**src/rtl/cfg_pkg.sv**
```systemverilog
// Shared types and helpers for the configuration bitstream serializer.
// Holds the controller state encoding and an elaboration-time log2 helper.
package cfg_pkg;

  typedef enum logic [2:0] {
    S_IDLE,
    S_FETCH,
    S_LOAD,
    S_SHIFT,
    S_DONE
  } state_t;

  function automatic int clog2(input int v);
    int r;
    r = 0;
    while ((1 << r) < v) r++;
    return r;
  endfunction

endpackage

```
**src/rtl/cfg_shift_word.sv**
```systemverilog
// Loadable LSB-first shift register for one config word.
// Tracks how many valid bits remain so partial words end early.
module cfg_shift_word #(
  parameter int W    = 16,
  parameter int NB_W = 5
) (
  input  logic            clk,
  input  logic            rst_n,
  input  logic            clr,
  input  logic            load,
  input  logic [W-1:0]    load_data,
  input  logic [NB_W-1:0] load_nbits,
  input  logic            shift,
  output logic            q,
  output logic            empty,
  output logic            last
);

  logic [W-1:0]    data;
  logic [NB_W-1:0] cnt;

  always_ff @(posedge clk or negedge rst_n) begin
    if (!rst_n) begin
      data <= '0;
      cnt  <= '0;
    end else if (clr) begin
      data <= '0;
      cnt  <= '0;
    end else if (load) begin
      data <= load_data;
      cnt  <= load_nbits;
    end else if (shift && cnt != '0) begin
      data <= data >> 1;
      cnt  <= cnt - NB_W'(1);
    end
  end

  assign q     = data[0];
  assign empty = (cnt == '0);
  assign last  = (cnt == NB_W'(1));

endmodule

```
**src/rtl/cfg_bitstream_serializer.sv**
```systemverilog
// Streams a stored config image out of a synchronous memory, LSB-first,
// with one-word prefetch so word boundaries cost no bubble.
module cfg_bitstream_serializer
  import cfg_pkg::*;
#(
  parameter int TOTAL_BITS = 15033,
  parameter int WORD_W     = 16,
  localparam int NWORDS    = (TOTAL_BITS + WORD_W - 1) / WORD_W,
  localparam int ADDR_W    = (clog2(NWORDS) > 1) ? clog2(NWORDS) : 1,
  localparam int CNT_W     = clog2(TOTAL_BITS + 1)
) (
  input  logic              clk,
  input  logic              rst_n,
  input  logic              start,
  input  logic              abort,
  output logic              mem_rd,
  output logic [ADDR_W-1:0] mem_addr,
  input  logic [WORD_W-1:0] mem_rdata,
  output logic              bit_out,
  output logic              bit_valid,
  input  logic              bit_ready,
  output logic              bit_last,
  output logic [CNT_W-1:0]  bit_count,
  output logic              busy,
  output logic              done
);

  if (TOTAL_BITS <= 0) begin : g_bad_total
    $error("TOTAL_BITS must be greater than 0");
  end
  if (WORD_W < 4) begin : g_bad_word
    $error("WORD_W must be at least 4");
  end

  localparam int NB_W    = clog2(WORD_W + 1);
  localparam int LAST_NB = TOTAL_BITS - (NWORDS - 1) * WORD_W;
  localparam logic [ADDR_W-1:0] LAST_IDX = ADDR_W'(NWORDS - 1);
  localparam logic [CNT_W-1:0]  CNT_MAX  = CNT_W'(TOTAL_BITS);

  state_t state, state_nx;

  logic [ADDR_W-1:0] widx;
  logic [ADDR_W-1:0] nidx;
  logic              first;
  logic              rd_pend;
  logic [WORD_W-1:0] pf_buf;

  logic              sh_load;
  logic              sh_shift;
  logic [WORD_W-1:0] sh_data;
  logic [NB_W-1:0]   sh_nbits;
  logic              sh_q;
  logic              sh_empty;
  logic              sh_last;

  logic fire;
  logic final_bit;
  logic at_last_word;

  cfg_shift_word #(
    .W    (WORD_W),
    .NB_W (NB_W)
  ) u_shift (
    .clk        (clk),
    .rst_n      (rst_n),
    .clr        (abort),
    .load       (sh_load),
    .load_data  (sh_data),
    .load_nbits (sh_nbits),
    .shift      (sh_shift),
    .q          (sh_q),
    .empty      (sh_empty),
    .last       (sh_last)
  );

  assign nidx         = widx + ADDR_W'(1);
  assign at_last_word = (widx == LAST_IDX);
  assign final_bit    = at_last_word & sh_last;

  assign bit_valid = (state == S_SHIFT) & ~sh_empty;
  assign fire      = bit_valid & bit_ready;
  assign bit_out   = bit_valid & sh_q;
  assign bit_last  = bit_valid & final_bit;
  assign busy      = (state == S_FETCH) | (state == S_LOAD) |
                     (state == S_SHIFT);
  assign done      = (state == S_DONE);

  // Prefetch of word k+1 goes out on the first SHIFT cycle of word k.
  assign mem_rd   = (state == S_FETCH) |
                    ((state == S_SHIFT) & first & ~at_last_word);
  assign mem_addr = ((state == S_SHIFT) & first) ? nidx : '0;

  always_comb begin
    state_nx = state;
    sh_load  = 1'b0;
    sh_shift = 1'b0;
    sh_data  = rd_pend ? mem_rdata : pf_buf;
    sh_nbits = NB_W'(WORD_W);
    unique case (state)
      S_IDLE: begin
        if (start) state_nx = S_FETCH;
      end
      S_FETCH: state_nx = S_LOAD;
      S_LOAD: begin
        sh_load  = 1'b1;
        sh_data  = mem_rdata;
        sh_nbits = (NWORDS == 1) ? NB_W'(LAST_NB) : NB_W'(WORD_W);
        state_nx = S_SHIFT;
      end
      S_SHIFT: begin
        if (fire) begin
          if (final_bit) begin
            state_nx = S_DONE;
          end else if (sh_last) begin
            sh_load  = 1'b1;
            sh_nbits = (nidx == LAST_IDX) ? NB_W'(LAST_NB)
                                          : NB_W'(WORD_W);
          end else begin
            sh_shift = 1'b1;
          end
        end
      end
      S_DONE: state_nx = S_IDLE;
    endcase
    if (abort) begin
      state_nx = S_IDLE;
      sh_load  = 1'b0;
      sh_shift = 1'b0;
    end
  end

  always_ff @(posedge clk or negedge rst_n) begin
    if (!rst_n) begin
      state     <= S_IDLE;
      widx      <= '0;
      first     <= 1'b0;
      rd_pend   <= 1'b0;
      pf_buf    <= '0;
      bit_count <= '0;
    end else begin
      state   <= state_nx;
      rd_pend <= (state == S_SHIFT) & mem_rd & ~abort;
      if (abort || state == S_IDLE) widx <= '0;
      else if (sh_load && state == S_SHIFT) widx <= nidx;
      if (abort) first <= 1'b0;
      else if (sh_load) first <= 1'b1;
      else if (state == S_SHIFT) first <= 1'b0;
      if (abort) pf_buf <= '0;
      else if (rd_pend) pf_buf <= mem_rdata;
      if (state == S_IDLE && start && !abort) bit_count <= '0;
      else if (fire && !abort && bit_count != CNT_MAX)
        bit_count <= bit_count + CNT_W'(1);
    end
  end

endmodule

```
**config.mk**
```make
export PLATFORM = sky130hd
export DESIGN_NAME = cfg_bitstream_serializer
export DESIGN_NICKNAME = d
export VERILOG_FILES = /design/src/rtl/cfg_pkg.sv /design/src/rtl/cfg_shift_word.sv /design/src/rtl/cfg_bitstream_serializer.sv
export SDC_FILE = /design/constraint.sdc
export NUM_CORES = 1
export LEC_CHECK = 0
export BUFFER_PORTS_ARGS = -buffer_cell sky130_fd_sc_hd__buf_4
export CAP_MARGIN = 15
export CORE_MARGIN = 2
export CORE_UTILIZATION = 58
export DETAILED_ROUTE_END_ITERATION = 10
export PLACE_DENSITY = 0.8
export SETUP_SLACK_MARGIN = 0.5
export SLEW_MARGIN = 20
export SYNTH_ARGS = -nofsm -noshare
export SYNTH_HDL_FRONTEND = slang
export SYNTH_SLANG_ARGS = --single-unit
```
**constraint.sdc**
```tcl
create_clock -name clk -period 2.8 [get_ports clk]
set_input_delay 0.14 -clock clk [delete_from_list [all_inputs] [get_ports clk]]
set_output_delay 0.14 -clock clk [all_outputs]
set_load 0.03 [all_outputs]
```
* Word level (Yosys, flattened, before mapping)
Index checks and enable logic that the tools add are counted.
** Storage, ports and cells
- Register bits :: 66
- Bits of input ports :: 21
** Operators by class
- Add/sub/neg operators :: 3
- Equality and inequality tests :: 11
- Muxes and demuxes :: 37
- Bitwise operators :: 15
- Reductions and logical operators :: 16
** Operators by type and width (count)
- $mux 16 :: 6
- $mux 5 :: 8
- $mux 10 :: 3
- $mux 14 :: 2
- $eq 10x10->1 const B :: 2
- $pmux 3 s5 :: 1
- $add 14x1->14 const B :: 1
- $ne 14x14->1 const B :: 1
- $mux 1 :: 12
- $mux 3 :: 4
- $add 10x1->10 const B :: 1
- $and 1x1->1 :: 9
- $ne 3x3->1 const B :: 3
- $eq 3x2->1 const B :: 2
- $logic_and 1x1->1 :: 6
- $reduce_bool 3->1 :: 2
- $eq 5x1->1 const B :: 1
- $logic_not 5->1 :: 1
- $reduce_bool 5->1 :: 1
- $sub 5x1->5 const B :: 1
- $reduce_bool 2->1 :: 2
- $eq 3x1->1 const B :: 1
- $eq 3x3->1 const B :: 1
- $logic_not 3->1 :: 1
- other kinds (6) :: 10

* Longest topological paths before layout
- Depth after elaboration :: 11
- Gate-level depth with buffers :: 10

* Cells and area by module
A second synthesis with hierarchy kept.
** Unflattened totals
- Cell total of the unflattened synthesis :: 449
- Area total of the unflattened synthesis :: 4267.8 um^2
** By module, submodules not included
- cfg_bitstream_serializer :: instances 1, cells an instance 321, area each 2966.6 um^2, sequential area each 1126.1 um^2
- cfg_shift_word :: instances 1, cells an instance 128, area each 1301.2 um^2, sequential area each 525.5 um^2

* Worst setup path before layout
No wires, ideal clock.
- Kind :: register to register
- From :: register u_shift.cnt[1]
- To :: register state[0]
- Library setup time :: 0.132 ns
- Data arrival time :: 2.248 ns
- Path slack :: 0.420 ns
- Cell stages (with the launch flop) :: 9
- Path buffers :: 0
- Cells stage by stage :: dfrtp_1 inv_1 ha_1 nor4b_1 nand4_1 nor3_1 nand2_1 a221oi_1 nor2_1
** Between the ends
- Cells in the longest elaborated chain, start to end :: 6
- Elaborated cells on any way between the ends :: 9
- Those cells by class :: eq/ne: 3; bitwise: 4; reduce/logical: 2
** RTL lines
- start: declaration :: line cfg_shift_word.sv:20 : logic [NB_W-1:0] cnt;
- start signal: assignment :: line cfg_shift_word.sv:31 : cnt <= load_nbits;
- start signal: assignment :: line cfg_shift_word.sv:34 : cnt <= cnt - NB_W'(1);
- $logic_not 5->1 :: line cfg_shift_word.sv:39 : assign empty = (cnt == '0);
- $not 1->1 :: line cfg_bitstream_serializer.sv:80 : assign bit_valid = (state == S_SHIFT) & ~sh_empty;
- $and 1x1->1 :: line cfg_bitstream_serializer.sv:80
- $and 1x1->1 :: line cfg_bitstream_serializer.sv:81 : assign fire = bit_valid & bit_ready;
- $ne 3x3->1 (no line)
- $reduce_and 3->1 (no line) *
- end signal: assignment :: line cfg_bitstream_serializer.sv:141 : state <= state_nx;
- end: declaration :: line cfg_bitstream_serializer.sv:40 : state_t state, state_nx;
Mark *: on every way between the ends. The rest lies on a longest branch, timed or not.
A chain may end at the register's enable or synchronous reset.

* Worst setup path after layout
- From :: register u_shift.cnt[1]
- To :: register u_shift.data[5]
** Between the ends
- Cells in the longest elaborated chain, start to end :: 9
- Elaborated cells on any way between the ends :: 21
- Those cells by class :: eq/ne: 1; mux: 12; bitwise: 4; reduce/logical: 4
** RTL lines
- $logic_not 5->1 :: line cfg_shift_word.sv:39
- $not 1->1 :: line cfg_bitstream_serializer.sv:80
- $and 1x1->1 :: line cfg_bitstream_serializer.sv:80
- $and 1x1->1 :: line cfg_bitstream_serializer.sv:81
- $mux 1 :: line cfg_bitstream_serializer.sv:111 : if (fire) begin
- $pmux 1 s2 or $mux 1 (tied branches) :: line cfg_bitstream_serializer.sv:99 : unique case (state)
- $mux 1 :: line cfg_bitstream_serializer.sv:125 : if (abort) begin
- $mux 16 or $logic_and 1x1->1 (tied branches) :: line cfg_shift_word.sv:29, cfg_shift_word.sv:32
- $mux 16 or $reduce_bool 3->1 (tied branches)
- end signal: assignment :: line cfg_shift_word.sv:30 : data <= load_data;
- end signal: assignment :: line cfg_shift_word.sv:33 : data <= data >> 1;
- end: declaration :: line cfg_shift_word.sv:19 : logic [W-1:0] data;
Parallel ways exist; a longest one is shown, timed or not.

==> flow_summary.rst <==
.. list-table::
   :header-rows: 1

   * - Metric
     - Value
   * - Pin count of the biggest net entering global routing
     - 67
   * - Met1 Usage GRT
     - 0.352
   * - Worst relative slew slack
     - 0.451
   * - Later-pin clock latency in the skew report
     - 340 ps
   * - Share of total power consumed by net switching
     - 0.258
   * - Clock buffer count from CTS
     - 9
   * - Data required time at the worst endpoint
     - 3080 ps
   * - Crit-path cells
     - inv_2, ha_4, or4b_4, a31oi_4, nand3_4, buf_6, a2bb2oi_1, o22ai_1, o21a_1
   * - Power share of the sequential group
     - 0.466
   * - Crit path time final
     - 2300 ps
   * - Number of nets in the finished design
     - 496
   * - Register-to-Register Path Depth
     - 9
   * - Commonest register cell after synthesis
     - sky130_fd_sc_hd__dfrtp_1
   * - Worst hold path class
     - in2reg
   * - Post-DP HPWL
     - 5.71 mm
   * - Synthesized area
     - 3830 um2
   * - Share of flip-flops with an asynchronous set or reset after synthesis
     - 1.00
   * - Flop and latch count out of synthesis
     - 66
   * - Fraction of final layout cells sized beyond drive strength 1
     - 0.252
   * - Final hold slack
     - 50.8 ps
   * - Final slew viol count
     - 0
   * - Placed Area
     - 4160 um2
   * - Unrepaired setup endpoints after global routing
     - true
   * - Count of placed standard cells including taps
     - 519
   * - Antenna violations before repair
     - 0
   * - Vias
     - 3,342
   * - Source of the worst hold timing path
     - mem_rdata[13]
   * - Psw
     - 0.562 mW
   * - Count of buffers from port buffering
     - 50
   * - Gate count after technology mapping
     - 411
   * - Cell with the largest stage delay on the worst path
     - sky130_fd_sc_hd__or4b_4
   * - Path type of the worst setup path
     - reg2reg
   * - Total track usage
     - 0.249
   * - Chip Width
     - 85.3 um
   * - Setup slack on the worst flop-to-flop path
     - 500 ps
   * - Standard cell core area
     - 6390 um2
   * - Effective utilization at floorplan
     - 0.600
   * - Post-synthesis net count
     - 439
   * - Area growth from synthesis to layout
     - 21.2%
   * - Antenna viol nets, final
     - 0
   * - Residual DRC count
     - 0
   * - Avg Vias per Cell
     - 6.08
   * - Global-route track usage on met2
     - 0.386
   * - Max stage delay on crit path
     - 500 ps
   * - Standard-cell row count
     - 29
   * - F_max
     - 434 MHz
   * - Run status
     - completed
   * - Top cell type by total area after synthesis
     - sky130_fd_sc_hd__dfrtp_1
   * - VDD IR-drop max
     - 0.385 mV
   * - Worst Hold End
     - u_shift.data[13]$_DFFE_PN0P_
   * - Hold path depth
     - 3
   * - Portion of the post-synthesis area used by sequential elements
     - 0.431
   * - Final worst clock skew
     - 7.28 ps
   * - Final setup fails
     - 0
   * - Endpoint of the worst-slack reg-to-reg timing path
     - u_shift.data[5]$_DFFE_PN0P_
   * - Number of standard cells in the layout, taps in and fillers out
     - 550
   * - Biggest area contributors in the synthesized netlist
     - sky130_fd_sc_hd__dfrtp_1, sky130_fd_sc_hd__nor2_1, sky130_fd_sc_hd__a21oi_1
   * - Internal power
     - 1.62 mW
   * - Antenna cell count
     - 0
   * - Root buffer cell
     - sky130_fd_sc_hd__clkbuf_8
   * - TritonCTS clock tree
     - yes
   * - Setup Total Neg Slack
     - 0 ps
   * - Largest fanout on the critical path
     - 12
   * - Buffer levels on the longest clock path
     - 2
   * - Die footprint
     - 7270 um2
   * - Fraction of the cycle the final worst path needs
     - 0.823
   * - Clock power frac
     - 0.417
   * - Hold Fails Final Rpt
     - 0
   * - Mean cell area of the mapped netlist
     - 9.32 um2
   * - Total Wirelength
     - 8.99 mm
   * - Commonest non-fill, non-tap cell in the layout
     - sky130_fd_sc_hd__nor2_1
   * - Final core utilization
     - 0.727
   * - Busiest layer in global routing
     - met2
   * - Pin slew with the least headroom to its limit
     - 824 ps
   * - Number of iterations in the first detailed-routing pass
     - 4
   * - Routability cong.
     - 0.853
   * - Die height
     - 85.3 um
   * - R2R Path Start
     - u_shift.cnt[1]$_DFFE_PN0P_
   * - Wire length of the first global-routing pass
     - 14.8 mm
   * - Number of distinct library cells after synthesis
     - 60
   * - Final standard cell area without fillers
     - 4650 um2
   * - Count of maximum capacitance violations
     - 0
   * - Top library cells by usage in the layout, fill and taps aside
     - sky130_fd_sc_hd__nor2_1, sky130_fd_sc_hd__buf_4, sky130_fd_sc_hd__dfrtp_1
   * - Worst EP arrival
     - 2580 ps
   * - Capturing element type of the critical path
     - flop
   * - Post-detailed-route wirelength per cell
     - 16.3 um
   * - Standby leakage power
     - 2.04 nW
   * - Startpoint type of the worst setup path
     - flop
   * - 1st-iter DRT viols
     - 241
   * - Clock slew at reported path FFs
     - 70 ps
   * - Number of sinks handled by clock tree synthesis
     - 66
   * - Number of global-route vias before repair
     - 3,095
   * - Share of the synthesized area in the top cell type
     - 0.431
   * - Count of flip-flops with a built-in enable after synthesis
     - 0
   * - I/O Pins
     - 51
   * - GR Overflow Total
     - 0
   * - CTS H-tree depth
     - 3
   * - Pwr/cell area
     - 469 nW/um2
   * - Comb power frac
     - 0.117
   * - Global Route met3 Usage
     - 0.0379
   * - Warning count from the yosys run
     - 0
==> sequential cells by signal, summed over array words and instances, names as in the netlist <==
signal        cells
rd_pend           1
widx             10
u_shift.data     16
bit_count        14
state             3
pf_buf           16
u_shift.cnt       5
first             1
==> worst max path at each step <==
stage / start / to / slack [ps] / cells past startpoint
after floorplan: state[1]$_DFFE_PN0P_ / u_shift.data[10]$_DFFE_PN0P_ / 630 / 7
after global placement: u_shift.cnt[1]$_DFFE_PN0P_ / u_shift.data[10]$_DFFE_PN0P_ / 370 / 9
after detailed placement: u_shift.cnt[1]$_DFFE_PN0P_ / u_shift.data[5]$_DFFE_PN0P_ / 310 / 9
after CTS: u_shift.cnt[1]$_DFFE_PN0P_ / u_shift.data[5]$_DFFE_PN0P_ / 470 / 9
after global routing: u_shift.cnt[1]$_DFFE_PN0P_ / u_shift.data[10]$_DFFE_PN0P_ / 380 / 10
final: u_shift.cnt[1]$_DFFE_PN0P_ / u_shift.data[5]$_DFFE_PN0P_ / 500 / 9
==> synth_stat cells (5+ instances only) <==
cell	number
sky130_fd_sc_hd__o21a_1	6
sky130_fd_sc_hd__nand2_1	25
sky130_fd_sc_hd__xor2_1	12
sky130_fd_sc_hd__a21oi_1	24
sky130_fd_sc_hd__nor3b_1	5
sky130_fd_sc_hd__ha_1	7
sky130_fd_sc_hd__o2bb2ai_1	5
sky130_fd_sc_hd__nand4_1	12
sky130_fd_sc_hd__nor3_1	7
sky130_fd_sc_hd__nand3_1	6
sky130_fd_sc_hd__o22ai_1	6
sky130_fd_sc_hd__a2bb2oi_1	6
sky130_fd_sc_hd__buf_6	6
sky130_fd_sc_hd__a22oi_1	7
sky130_fd_sc_hd__o21ai_0	18
sky130_fd_sc_hd__xnor2_1	7
sky130_fd_sc_hd__and3_1	7
sky130_fd_sc_hd__or3_1	9
sky130_fd_sc_hd__nor2_1	68
sky130_fd_sc_hd__nand2b_1	5
sky130_fd_sc_hd__mux2i_1	12
sky130_fd_sc_hd__o221ai_1	5
sky130_fd_sc_hd__nor2b_1	6
sky130_fd_sc_hd__dfrtp_1	66
sky130_fd_sc_hd__inv_1	7
sky130_fd_sc_hd__clkbuf_1	9
==> area by class of cell <==
class / count / area (um2)
Clock buffer: 10 / 138
Clock inverter: 6 / 90.1
Fill cell: 468 / 1740
Inverter: 7 / 26.3
Multi-Input combinational cell: 315 / 2110
Sequential cell: 66 / 1650
Tap cell: 77 / 96.3
Timing Repair Buffer: 69 / 532
==> cell families (layout without fill, tap and decap cells) <==
family / Yosys count / in the layout / share of synthesized area
DFF: 66 / 66 / 0.431
adders and majority gates: 7 / 7 / 0.0229
and+or+nand+nor: 180 / 181 / 0.248
muxes: 12 / 12 / 0.0313
xor gates and xnor gates: 19 / 19 / 0.0434
buffers and inverters: 31 / 92 / 0.0548
AOI/OAI and AO/OA: 96 / 96 / 0.168
==> repair_timing <==
item,4_1_cts,5_1_grt
endpoints found under the hold margin,66,0
endpoints found under the setup margin,25,33
gates resized for setup,7,26
pin swaps,1,7
setup buffers,2,11
hold buffers,1,0
cloned,0,1
==> stage by stage <==
step	worst slack [ps]	power, mW
after CTS	474	2.16
final	495	2.18
after floorplan	632	1.17
after global placement	373	1.24
after global routing	379	2.26
after detailed placement	312	1.25
==> power by group through the flow <==
stage                     Clock [mW]  Sequential (mW)  Combinational [mW]
after floorplan                    0             1.02               0.144
after global placement             0             1.03               0.214
after detailed placement           0             1.03               0.219
after CTS                      0.923             1.01               0.228
after global routing           0.964             1.02               0.281
final                          0.909             1.02               0.256
==> critical path, delay by kind of cell, from the launching register on <==
family	cells	cell delay, ps
buffers and inverters	2	300
AOI/OAI and AO/OA	4	760
and+or+nand+nor	2	660
adders and majority gates	1	130
DFF	1	400
==> routing by layer <==
layer  wire length, um  vias up  part of all wire
li1                  -     1596                 -
met1              4200     1620              0.47
met2              4110      105              0.46
met3               494       21             0.055
met4               177        0             0.020
met5                 0        -                 0
No activity file was read; power rests on OpenSTA's default activity.
